--- src/rtl/xillybus_lite_regs.sv ---
// Xillybus-Lite responder: register bank, timer/compare, doorbell FIFO, IRQ.
// Define XLITE_REGS_TIMER_EN to build the CNT/CMP timer; otherwise they read 0.
module xillybus_lite_regs #(
  parameter logic [31:0] ID_VALUE = 32'h584C_0001,
  parameter int          FIFO_AW  = 4
) (
  input  logic        bus_clk,
  input  logic        bus_rst_n,
  input  logic        user_wren,
  input  logic [3:0]  user_wstrb,
  input  logic        user_rden,
  input  logic [31:0] user_addr,
  input  logic [31:0] user_wr_data,
  output logic [31:0] user_rd_data,
  output logic        user_irq
);

  localparam int DEPTH = 2 ** FIFO_AW;
  localparam logic [FIFO_AW:0] FULL_LVL = {1'b1, {FIFO_AW{1'b0}}};

  logic [2:0]         ofs;
  logic [4:0]         ctrl;
  logic [1:0]         irq_stat;
  logic [31:0]        scratch;
  logic [31:0]        cnt_q;
  logic [31:0]        cmp_q;
  logic [31:0]        rd_mux;
  logic [31:0]        status;
  logic [31:0]        mem [DEPTH];
  logic [FIFO_AW-1:0] wptr;
  logic [FIFO_AW-1:0] rptr;
  logic [FIFO_AW:0]   level;
  logic               empty;
  logic               full;
  logic               push_req;
  logic               push;
  logic               pop;
  logic               ovf_set;
  logic               hit_set;
  logic [1:0]         clr;
  logic               unused_addr;

  assign ofs         = user_addr[4:2];
  assign unused_addr = ^{user_addr[31:5], user_addr[1:0]};

  function automatic logic [31:0] bmerge(
    input logic [31:0] old,
    input logic [31:0] d,
    input logic [3:0]  s
  );
    bmerge = old;
    for (int i = 0; i < 4; i++)
      if (s[i]) bmerge[8*i +: 8] = d[8*i +: 8];
  endfunction

  assign empty    = (level == '0);
  assign full     = (level == FULL_LVL);
  assign push_req = user_wren && ofs == 3'd7 && |user_wstrb;
  assign pop      = user_rden && ofs == 3'd7 && !empty;
  assign push     = push_req && (!full || pop);
  assign ovf_set  = push_req && full && !pop;
  assign clr      = (user_wren && ofs == 3'd3 && user_wstrb[0])
                  ? user_wr_data[1:0] : 2'b00;

`ifdef XLITE_REGS_TIMER_EN
  logic hit;
  logic wr_cnt;
  logic wr_cmp;

  assign hit     = ctrl[0] && cnt_q == cmp_q;
  assign hit_set = hit;
  assign wr_cnt  = user_wren && ofs == 3'd4;
  assign wr_cmp  = user_wren && ofs == 3'd5;

  // free-running counter; a bus write beats both increment and reload
  always_ff @(posedge bus_clk or negedge bus_rst_n) begin
    if (!bus_rst_n) begin
      cnt_q <= '0;
      cmp_q <= '0;
    end else begin
      if (wr_cnt)
        cnt_q <= bmerge(cnt_q, user_wr_data, user_wstrb);
      else if (ctrl[0])
        cnt_q <= (ctrl[4] && hit) ? '0 : cnt_q + 32'd1;
      if (wr_cmp)
        cmp_q <= bmerge(cmp_q, user_wr_data, user_wstrb);
    end
  end
`else
  assign cnt_q   = '0;
  assign cmp_q   = '0;
  assign hit_set = 1'b0;
`endif

  // control and scratch registers with byte strobes
  always_ff @(posedge bus_clk or negedge bus_rst_n) begin
    if (!bus_rst_n) begin
      ctrl    <= '0;
      scratch <= '0;
    end else begin
      if (user_wren && ofs == 3'd1 && user_wstrb[0])
        ctrl <= user_wr_data[4:0];
      if (user_wren && ofs == 3'd6)
        scratch <= bmerge(scratch, user_wr_data, user_wstrb);
    end
  end

  // sticky status; a set in the same cycle as its clear wins
  always_ff @(posedge bus_clk or negedge bus_rst_n) begin
    if (!bus_rst_n) irq_stat <= '0;
    else irq_stat <= (irq_stat & ~clr) | {ovf_set, hit_set};
  end

  // fifo pointers and fill level
  always_ff @(posedge bus_clk or negedge bus_rst_n) begin
    if (!bus_rst_n) begin
      wptr  <= '0;
      rptr  <= '0;
      level <= '0;
    end else begin
      if (push) wptr <= wptr + 1'b1;
      if (pop)  rptr <= rptr + 1'b1;
      unique case ({push, pop})
        2'b10:   level <= level + 1'b1;
        2'b01:   level <= level - 1'b1;
        default: level <= level;
      endcase
    end
  end

  // fifo storage, no reset needed since level gates every read
  always_ff @(posedge bus_clk) begin
    if (push) mem[wptr] <= user_wr_data;
  end

  // status word assembly
  always_comb begin
    status = '0;
    status[0] = empty;
    status[1] = full;
    status[FIFO_AW+8:8] = level;
  end

  // read mux, sampled in the rden cycle
  always_comb begin
    rd_mux = '0;
    unique case (ofs)
      3'd0:    rd_mux = ID_VALUE;
      3'd1:    rd_mux = {27'd0, ctrl};
      3'd2:    rd_mux = status;
      3'd3:    rd_mux = {30'd0, irq_stat};
      3'd4:    rd_mux = cnt_q;
      3'd5:    rd_mux = cmp_q;
      3'd6:    rd_mux = scratch;
      default: rd_mux = empty ? '0 : mem[rptr];
    endcase
  end

  // registered read data and level interrupt
  always_ff @(posedge bus_clk or negedge bus_rst_n) begin
    if (!bus_rst_n) begin
      user_rd_data <= '0;
      user_irq     <= 1'b0;
    end else begin
      if (user_rden) user_rd_data <= rd_mux;
      user_irq <= (irq_stat[0] & ctrl[1])
                | (irq_stat[1] & ctrl[2])
                | (!empty & ctrl[3]);
    end
  end

endmodule

--- config.mk ---
export PLATFORM = sky130hd
export DESIGN_NAME = xillybus_lite_regs
export DESIGN_NICKNAME = d
export VERILOG_FILES = /design/src/rtl/xillybus_lite_regs.sv
export SDC_FILE = /design/constraint.sdc
export NUM_CORES = 1
export LEC_CHECK = 0
export ABC_AREA = 1
export CAP_MARGIN = 20
export CORE_MARGIN = 4
export CORE_UTILIZATION = 25
export DETAILED_ROUTE_END_ITERATION = 10
export DONT_BUFFER_PORTS = 1
export PLACE_DENSITY = 0.48
export SLEW_MARGIN = 20
export SYNTH_ARGS = -nofsm -noshare
export SYNTH_HDL_FRONTEND = slang
export SYNTH_SLANG_ARGS = --single-unit
--- constraint.sdc ---
create_clock -name bus_clk -period 3.9 [get_ports bus_clk]
set_input_delay 0.78 -clock bus_clk [delete_from_list [all_inputs] [get_ports bus_clk]]
set_output_delay 0.78 -clock bus_clk [all_outputs]
set_load 0.02 [all_outputs]
# [Word-level counts from Yosys, hierarchy flattened]
# Memories as Yosys holds them, arrays and structs flattened.
# Index checks and enable logic that the tools add are counted.
# Widths: inputs -> output; s select.
[classes] bitwise_logic=8 n_eq_ne=10 n_mux=6 reduce_logical=25 add_sub_neg=4
[op_table] op="$pmux 32 s6" count=1
[op_table] op="$mux 32" count=1
[op_table] op="$eq 3x3->1 const B" count=4
[op_table] op="$logic_and 1x1->1" count=12
[op_table] op="$pmux 5 s2" count=1
[op_table] op="$add 4x1->4 const B" count=2
[op_table] op="$reduce_and 2->1" count=4
[op_table] op="$eq 3x2->1 const B" count=2
[op_table] op="$add 5x1->5 const B" count=1
[op_table] op="$eq 5x5->1 const B" count=1
[op_table] op="$logic_not 5->1" count=1
[op_table] op="$sub 5x1->5 const B" count=1
[op_table] op="$reduce_or 4->1" count=1
[op_table] op="$and 1x1->1" count=3
[op_table] op="$eq 3x1->1 const B" count=1
[op_table] op="$logic_not 1->1" count=3
[op_table] op="$logic_not 3->1" count=1
[op_table] op="$and 2x2->2" count=1
[op_table] op="$eq 2x1->1 const B" count=1
[op_table] op="$eq 2x2->1 const B" count=1
[op_table] op="$mux 1" count=2
[op_table] op="$mux 2" count=1
[op_table] op="$not 2->2" count=1
[op_table] op="$or 1x1->1" count=2
[op_table] op="4 further kinds" count=4
[totals] inputBits=72 mem_bits_rw=512 output_inout_bits=33 register_bits=85 mem_count=1 elab_cells=65
[mem_list] memory="mem" words=16 width=32 rd=1 rd_ports_with_merged_regs=0 wr=1 line="29" rtl="logic [31:0] mem [DEPTH];"

# [Longest topological paths before layout]
[depth] ltp_word=7 ltp_mapped=19 depth_no_buf=17

# [Worst setup path after synthesis]
# OpenSTA, ideal clock, no wires.
[synth_timing] path_kind="input-to-reg" from="input user_wstrb[1]" to="memory mem[10][0], enable pin" required_time_ns=3.439 path_slack_ns=-0.183 path_buffers=2 arrival_ns=3.622 setup_ns=0.461 stages=8 path_cell_list="buf_2 > nor2_1 > nand2_1 > nand3_1 > inv_1 > nand2_1 > buf_2 > nor3_1"
[synth_between] elab_chain_cells=5
[synth_rtl] element="start, declared" line="10" rtl="input logic [3:0] user_wstrb,"
[synth_rtl] element="$reduce_or 4->1" line="58" rtl="assign push_req = user_wren && ofs == 3'd7 && |user_wstrb;"
[synth_rtl] element="$logic_and 1x1->1" line="58"
[synth_rtl] element="$logic_and 1x1->1" line="60" rtl="assign push = push_req && (!full || pop);"
[synth_rtl] element="$mux 1" line="133" rtl="if (push) mem[wptr] <= user_wr_data;"
[synth_rtl] element="$mux 1 (implied by the code)" line="133"
[synth_rtl] element="end, declared" line="29"
# No other way between the ends.

# [Worst setup path after layout]
[layout_timing] from="register level[0]" to="register level[4]"
[layout_between] elab_chain_cells=7 word_cells_on_any_way=13 cone_classes="add/sub: 2; eq/ne: 3; mux: 1; reduce/logical: 7"
[layout_rtl] element="start, declared" line="32" rtl="logic [FIFO_AW:0] level;"
[layout_rtl] element="start signal, assigned" line="124" rtl="2'b10: level <= level + 1'b1;"
[layout_rtl] element="start signal, assigned" line="125" rtl="2'b01: level <= level - 1'b1;"
[layout_rtl] element="start signal, assigned" line="126" rtl="default: level <= level;"
[layout_rtl] element="$logic_not 5->1" line="56" rtl="assign empty = (level == '0);"
[layout_rtl] element="$logic_not 1->1" line="59" rtl="assign pop = user_rden && ofs == 3'd7 && !empty;"
[layout_rtl] element="$logic_and 1x1->1" line="59"
[layout_rtl] element="$logic_or 1x1->1" line="60"
[layout_rtl] element="$logic_and 1x1->1" line="60"
[layout_rtl] element="$eq 2x1->1 / $eq 2x2->1 (equally long branches)" line="123" rtl="unique case ({push, pop})"
[layout_rtl] element="$pmux 5 s2 / $reduce_bool 2->1 (equally long branches)"
# Parallel ways exist; a longest one is shown, timed or not.
# A chain may end at the register's enable or synchronous reset.

==> flow_metrics.tcl <==
set metrics [dict create \
    status "finished, final reports clean" \
    clock_sinks 597 \
    grt_pass1_wl_um 105200 \
    core_area_um2 98560 \
    drc_errors 0 \
    place_congestion 0.7967 \
    finalInstanceArea_um2 28610 \
    nNetsFinal 2272 \
    dp.cells 3408 \
    wl_per_cell_um 20.27 \
    async_reset_ff_frac 0.1424 \
    grt_use_total 0.1354 \
    arrival_ps 3370 \
    path_cells "nor2_1 > nand4_1 > nand2_1 > inv_2 > nand2_2 > nand2_1 > nand2_1 > ha_1 > xor2_1 > ha_1 > inv_1 > nand2_1 > nand2_1 > o21ai_0 > xor2_1 > nand2_1 > nand2_1" \
    setup_viol 0 \
    die_w_um 323.2 \
    first_global_vias 15908 \
    drtIter0Drc 1404 \
    rr_worst_depth 17 \
    rsz0062_at_grt "false" \
    cts_buffer_depth 3 \
    antenna_found_initial 2 \
    yosysSeqAreaShare 0.7045 \
    synth_area_leaders "edfxtp_1 62%, dfrtp_1 8.6%, nand2_1 5.8%, nor2_1 4.3%, nand3_1 4.3%" \
    cpPeakStageDelay_ps 440 \
    required_ps 4440 \
    hold_viol_final 0 \
    synth_commonest_cells "512 x edfxtp_1, 387 x nand2_1, 285 x nor2_1, 212 x nand3_1, 187 x inv_1" \
    rows 115 \
    reg2reg_from "level[0]$_DFFE_PN0P_" \
    fmax_mhz 352.7 \
    syn-cell-area_um2 24840 \
    power.leakage_nw 10.61 \
    vdd_ir_drop_max_uv 619.9 \
    crit_path_frequent_cell "nand2_1" \
    cts_tree "built" \
    syn2layout_area_growth_pct 15.16 \
    synth_top_area_frac 0.6189 \
    drive_above_1_share 0.08385 \
    synthCells 2194 \
    vias_per_cell 4.540 \
    critPathMaxFanout 11 \
    finalCritPeriodShare 0.7270 \
    max_slew.worst_pin.slew_ps 1148 \
    critPathBufInv 2 \
    synth_ff_type "edfxtp_1" \
    cts_made_buffers 68 \
    finalPower_mw 19.00 \
    ios 105 \
    finalClockSkew_ps 19.75 \
    path_class "reg -> reg" \
    rrSetupSlack_ps 1060 \
    fin_cells 3531 \
    end_kind "flop" \
    post_cts_resized 0 \
    hold_path_class "in -> async" \
    postRouteAntennaNets 0 \
    post-place-ws_ps 911.8 \
    ys_warn_count 0 \
    start_kind "flop" \
    io_buffers 0 \
    start_util 0.2521 \
    synth_fp_nets 2274 \
    avgSynthCellArea_um2 11.32 \
    yosys.cell_count.top_type "edfxtp_1" \
    drv_slew 0 \
    synth_edf_count 512 \
    clk_pin_slew_ps 70 \
    drv_cap 0 \
    final_core_util 0.2903 \
    die_h_um 323.2 \
    placed_cell_area_um2 26370 \
    critPathSlowestCell "dfrtp_1" \
    ys_types 32 \
    cts_root_buf "clkbuf_16" \
    slew_headroom 0.2348 \
    cts-htree-levels 3 \
    setup_ws_ps 1065 \
    first_pass_iters 8 \
    die-area_um2 104500 \
    routed_wl_um 71570 \
    vias 16030 \
    finalWorstPathRequiredPeriod_ps 2835 \
    grt_max_degree 157 \
    powerDensity_nw_per_um2 664.1 \
    synth_area_leader_cell "edfxtp_1" \
    dp_hpwl_um 40420 \
    clk_latency_ps 610 \
    ys_ff_latch 597 \
    grt_overflow 0 \
    crit_family "simple AND/OR/NAND/NOR gates" \
    reg2reg_to "level[4]$_DFFE_PN0P_" \
]
worst register-to-register path, cell delays in order (launching register included):
cell	delay (ps)
dfrtp_1	440
nor2_1	170
nand4_1	190
nand2_1	120
inv_2	110
nand2_2	130
nand2_1	80
nand2_1	90
ha_1	300
xor2_1	260
ha_1	200
inv_1	50
nand2_1	80
nand2_1	70
o21ai_0	190
xor2_1	170
nand2_1	70
nand2_1	60
cell usage in the layout (no fill, tap or decap), types with 18 or more instances in the layout:
cell type / n
nand2_1: 387
nand3_1: 212
edfxtp_1: 512
o21ai_0: 150
a21oi_1: 59
clkbuf_16: 71
clkbuf_1: 18
nor2_1: 285
dfrtp_1: 81
buf_4: 46
o211ai_1: 66
inv_1: 183
o21ai_1: 53
through the flow:
| stage | hold slack (ps) | TNS, ps |
|---|---|---|
| 6_report | 50.28 | 0 |
| 5_1_grt | 87.22 | 0 |
| 4_1_cts | 71.20 | 0 |
| 3_5_place_dp | 458.4 | 0 |
| 3_3_place_gp | 454.0 | 0 |
| 2_1_floorplan | 441.7 | -64220 |
state kept, by name (all words and copies together) (netlist names):
name and flops:
user_irq 1, ctrl 5, wptr 4, scratch 32, user_rd_data 32, irq_stat 2, mem 512, level 5
rptr 4
report_power, final:
part / switching [mW] / internal, mW / leakage (nW)
logic: 3.54 / 1.50 / 3.86
registers: 0.415 / 7.22 / 5.67
clock network: 2.55 / 3.78 / 1.09
routing by layer:
metal  share of wire  wire length, µm  up-vias  GRT usage
li1                -                -     7540          -
met1            0.44            31630     7908     0.1793
met2            0.45            32410      449     0.2151
met3           0.075             5398      133    0.03929
met4           0.030             2120        0    0.04179
met5               0                0        -          0
worst max-delay path by stage:
stage,slack (ps),depth (start not counted),start,endpoint
finish,1060,17,level[0]$_DFFE_PN0P_,level[4]$_DFFE_PN0P_
global route,840,17,level[0]$_DFFE_PN0P_,level[4]$_DFFE_PN0P_
CTS,1080,17,level[0]$_DFFE_PN0P_,level[4]$_DFFE_PN0P_
detailed placement,910,10,user_addr[3],mem[3][13]$_DFFE_PP_
global placement,890,17,user_addr[3],level[4]$_DFFE_PN0P_
floorplan,-180,8,user_wstrb[1],mem[4][0]$_DFFE_PP_
layout make-up:
type | count | area [µm²]
Fill cell | 9999 | 69950
Timing Repair Buffer | 54 | 513.0
Antenna cell | 2 | 5.005
Multi-Input combinational cell | 1278 | 6027
Clock inverter | 19 | 203.9
Sequential cell | 597 | 17510
Inverter | 193 | 730.7
Tap cell | 1287 | 1610
Clock buffer | 101 | 2009
what timing repair did:
action,4_1_cts,5_1_grt
hold endpoints to repair,85,0
buffers inserted,0,0
hold buffers,1,0
kinds of logic (layout without fill, tap and decap cells):
logic type,Yosys count,after routing,share of synthesized area
AOI/OAI and AO/OA,339,339,0.07605
xor gates and xnor gates,11,11,0.003878
adders and majority gates,8,8,0.004029
buffers and inverters,319,367,0.05741
DFF,597,597,0.7045
muxes,9,9,0.003777
other,0,2,0
and+or+nand+nor,911,911,0.1504
Note: power is estimated with default switching activity, not from simulation.
